[src/rtl/seq_div.sv]
// Sequential restoring divider: one quotient bit per clock, MSB first, with a
// start/done handshake. Divide-by-zero completes immediately with q = all ones.
module seq_div #(
  parameter int unsigned N = 8,  // dividend / quotient width, N >= 2
  parameter int unsigned M = 4   // divisor / remainder width, M <= N
) (
  input  logic         clk,
  input  logic         clr,
  input  logic         start,
  input  logic [N-1:0] a,
  input  logic [M-1:0] b,
  output logic [N-1:0] q,
  output logic [M-1:0] r,
  output logic         busy,
  output logic         done,
  output logic         div0
);

  localparam int unsigned CW = $clog2(N);
  localparam logic [CW-1:0] LastStep = CW'(N - 1);

  typedef enum logic [1:0] {
    StIdle,
    StCalc,
    StDone
  } state_e;

  state_e          state_q, state_d;
  logic [N-1:0]    d_q, d_d;      // dividend shifts out, quotient shifts in
  logic [M-1:0]    b_q, b_d;
  logic [M:0]      p_q, p_d;      // partial remainder, one guard bit
  logic [CW-1:0]   cnt_q, cnt_d;
  logic [N-1:0]    q_q, q_d;
  logic [M-1:0]    r_q, r_d;
  logic            div0_q, div0_d;

  logic [M:0]      p_shift;
  logic [M:0]      p_sub;
  logic            qbit;

  always_ff @(posedge clk or negedge clr) begin
    if (!clr) begin
      state_q <= StIdle;
      d_q     <= '0;
      b_q     <= '0;
      p_q     <= '0;
      cnt_q   <= '0;
      q_q     <= '0;
      r_q     <= '0;
      div0_q  <= 1'b0;
    end else begin
      state_q <= state_d;
      d_q     <= d_d;
      b_q     <= b_d;
      p_q     <= p_d;
      cnt_q   <= cnt_d;
      q_q     <= q_d;
      r_q     <= r_d;
      div0_q  <= div0_d;
    end
  end

  always_comb begin
    state_d = state_q;
    d_d     = d_q;
    b_d     = b_q;
    p_d     = p_q;
    cnt_d   = cnt_q;
    q_d     = q_q;
    r_d     = r_q;
    div0_d  = div0_q;

    // P stays below B, so the shifted value fits in M+1 bits.
    p_shift = {p_q[M-1:0], d_q[N-1]};
    p_sub   = p_shift - {1'b0, b_q};
    qbit    = (p_shift >= {1'b0, b_q});

    case (state_q)
      StIdle: begin
        if (start) begin
          d_d   = a;
          b_d   = b;
          p_d   = '0;
          cnt_d = '0;
          if (b == '0) begin
            q_d     = '1;
            r_d     = '0;
            div0_d  = 1'b1;
            state_d = StDone;
          end else begin
            div0_d  = 1'b0;
            state_d = StCalc;
          end
        end
      end
      StCalc: begin
        p_d   = qbit ? p_sub : p_shift;
        d_d   = {d_q[N-2:0], qbit};
        cnt_d = cnt_q + 1'b1;
        if (cnt_q == LastStep) begin
          q_d     = d_d;
          r_d     = p_d[M-1:0];
          state_d = StDone;
        end
      end
      StDone: begin
        state_d = StIdle;
      end
      default: begin
        state_d = StIdle;
      end
    endcase
  end

  assign q    = q_q;
  assign r    = r_q;
  assign div0 = div0_q;
  assign busy = (state_q == StCalc);
  assign done = (state_q == StDone);

endmodule
[config.mk]
export PLATFORM = sky130hd
export DESIGN_NAME = seq_div
export DESIGN_NICKNAME = d
export VERILOG_FILES = /design/src/rtl/seq_div.sv
export SDC_FILE = /design/constraint.sdc
export NUM_CORES = 1
export LEC_CHECK = 0
export BUFFER_PORTS_ARGS = -buffer_cell sky130_fd_sc_hd__buf_4
export CAP_MARGIN = 30
export CELL_PAD_IN_SITES_DETAIL_PLACEMENT = 0
export CELL_PAD_IN_SITES_GLOBAL_PLACEMENT = 1
export CORE_AREA = 5 5 69 71
export CTS_CLUSTER_SIZE = 28
export DETAILED_ROUTE_END_ITERATION = 16
export DIE_AREA = 0 0 74 76
export PLACE_DENSITY = 0.72
export SLEW_MARGIN = 5
export SYNTH_ARGS = -nofsm -noshare
export SYNTH_HDL_FRONTEND = slang
export SYNTH_SLANG_ARGS = --single-unit
export TNS_END_PERCENT = 5
[constraint.sdc]
create_clock -name clk -period 2.7 [get_ports clk]
set_input_delay 0.54 -clock clk [delete_from_list [all_inputs] [get_ports clk]]
set_output_delay 0.54 -clock clk [all_outputs]
set_load 0.01 [all_outputs]
==> impl_metrics.ini <==
[cells_and_area]
antenna_cells = 0
final_nets = 206
synthToLayoutAreaGrowth_pct = 23.7
drive_above_1_share_pct = 29.7
fin_util_pct = 48.1

[drt]
via_per_inst = 5.05
drc = 0
met1_length_mm = 1.54
routed_wirelength_mm = 3.31
routedWlPerCell_um = 14.0
first_pass_iters = 4
drt_iter0_markers = 34
top_layer = met4
num_vias = 1198
antenna_left = 0
dr_wl_met3_um = 166
dr_wl_met2_mm = 1.54

[place]
place_ws_ns = 0.592
io_buffers = 29
dpl.hpwl_mm = 2.45
gp_congestion = 0.788

[clock_tree]
htreeDepth = 2
cts_tree = built
numCtsBuffers = 5
cts_resized = 0
cts_buffer_depth = 2
cts.clk_slew.worst_paths_ns = 0.07
hold_buffers = 0
clock_latency_ns = 0.28
cts_root_buf = clkbuf_8
postCtsSetupRepairBufs = 0
clock_sinks = 34

[synth]
synthXorXnorAreaFrac_pct = 0.540
synth.top_cell.area_share_pct = 52.4
synth_compound_area_share_pct = 15.0
synthFlopType = dfrtp_1
ys_warn_count = 0
async_flop_share_pct = 100
synth_cells = 151
ys_seq_elements = 34
synth-simple-area-share_pct = 10.9
synth_top_cell_by_area = dfrtp_1
synth_top_family_by_area = compound AO/OA/AOI/OAI gates
netlist_area_um2 = 1620
synth_commonest_cells = dfrtp_1, nand2_1, nor2_1
synth_cell_types = 31
synth_edf_count = 0
yosysSeqAreaShare_pct = 52.4
synth.most_common_cell = dfrtp_1
muxShareOfSynthArea_pct = 11.2
synth_fp_nets = 173
syn_avg_cell_area_um2 = 10.7
synthTopCellsByArea = dfrtp_1, mux2_2, mux2i_1
synth_fa_ha_area_share_pct = 5.86

[sta]
tightest_slew_ns = 0.463
setup_viol = 0
period_minus_slack_ns = 2.09
hold_viol_final = 0
grt_setup_unrepaired = no
fmax_ghz = 0.478
tns_ns = 0
min_period_over_period_pct = 77.5
max_slew_margin_pct = 69.1
fin_ws_ns = 0.606
final-max-slew-violation-count = 0
hold_ws_ns = 0.189
finalClockSkew_ns = 0.00596

[job]
maxCapViolations = 0

[die]
die_y_um = 76
die_x_um = 74
die_area_um2 = 5620
ioPinCount = 30
row_count = 24
initial_utilization_pct = 38.9
design.core.area_um2 = 4170

[worst_setup_path]
rr_endpoint = p_q[1]
startpoint_type = flop
crit_buf_inv = 1
crit_family = compound AO/OA/AOI/OAI gates
crit_required_ns = 2.90
r2r_cells = 7
reg2reg_from = b_q[2]
worstPathMaxFanout = 5
slowest_delay_ns = 0.46
endpoint = p_q[1]
path_cells = inv_1, ha_1, a21oi_4, o21ai_2, a211oi_2, mux2_2, o21ai_0
critical_path_depth = 7
crit_start = b_q[2]
cp.arrival_ns = 2.29
cp-end-kind = flop
rrSetupSlack_ns = 0.61
path_class = reg -> reg
slowest_stage = a211oi_2

[global_routing]
grt_max_degree = 35
track_usage_pct = 12.9
grt_remaining_overflow = 0
grt_pass1_wl_mm = 5.56
antenna_found_initial = 0
grt_pass1_vias = 1207

[run_status]
status = completed

[min_path]
hold_path.class = in -> async

[power]
p_per_area_nw_per_um2 = 1330
p_leak_nw = 0.916
vdd_drop_max_mv = 0.532
power_mw = 2.66
[worst register-to-register path: cells and delay by family (launching register included)]
family                     cells  cell delay (ns)
adders and majority gates      1             0.36
DFF                            1             0.34
buffers and inverters          1             0.05
muxes                          1             0.41
AOI/OAI and AO/OA              4             0.86
[area by class of cell]
type / instances / area, um2
Fill cell: 396 / 2170
Sequential cell: 34 / 851
Multi-Input combinational cell: 101 / 706
Timing Repair Buffer: 32 / 240
Clock buffer: 5 / 68.8
Tap cell: 52 / 65.1
Clock inverter: 3 / 40.0
Inverter: 10 / 37.5
[placed cells by master (no fill, tap or decap), types with 3 or more instances in the layout]
master	n
dfrtp_1	34
buf_4	32
nand2_1	16
nor2_1	16
o21ai_0	12
inv_1	10
mux2_2	9
mux2i_1	8
a21oi_1	7
ha_1	6
clkbuf_8	5
o22ai_1	4
a31oi_1	3
[power by group]
part	leakage (nW)	internal, mW	total (mW)	switching, mW
clock network	0.0579	0.271	0.449	0.178
registers	0.402	0.755	0.927	0.172
logic	0.456	0.634	1.29	0.653
[flip-flops by register name, summed over array words and instances, names as in the netlist]
signal   flops
r            4
d_q          8
cnt_q        3
q            8
div0         1
state_q      2
b_q          4
p_q          4
[metal layers]
metal	vias up	GRT usage [%]
met5	-	0
met4	0	5.07
met3	6	4.88
met2	27	18.2
met1	582	17.6
li1	583	-
[cell families after synthesis]
| logic type | after synthesis |
|---|---|
| AND/OR/NAND/NOR | 39 |
| AO/OA/AOI/OAI | 37 |
| flip-flops | 34 |
| multiplexers | 17 |
| buffers and inverters | 16 |
| adder cells (fa/ha/maj) | 7 |
| XOR/XNOR | 1 |
[stage by stage]
stage	area [um2]	cells
floorplan	1620	151
global placement	1900	229
detailed placement	1900	229
CTS	2010	237
global route	2010	237
finish	2010	237
[worst min path at each step]
stage                       from  endpoint  slack [ns]  depth (start not counted)
after floorplan              clr    b_q[0]        0.24                          0
after global placement    d_q[7]    d_q[7]        0.47                          2
after detailed placement  d_q[7]    d_q[7]        0.48                          2
after CTS                    clr    d_q[1]        0.20                          1
after global routing         clr      q[3]        0.21                          1
final                        clr      q[3]        0.19                          1
No activity file was read; power rests on OpenSTA's default activity.
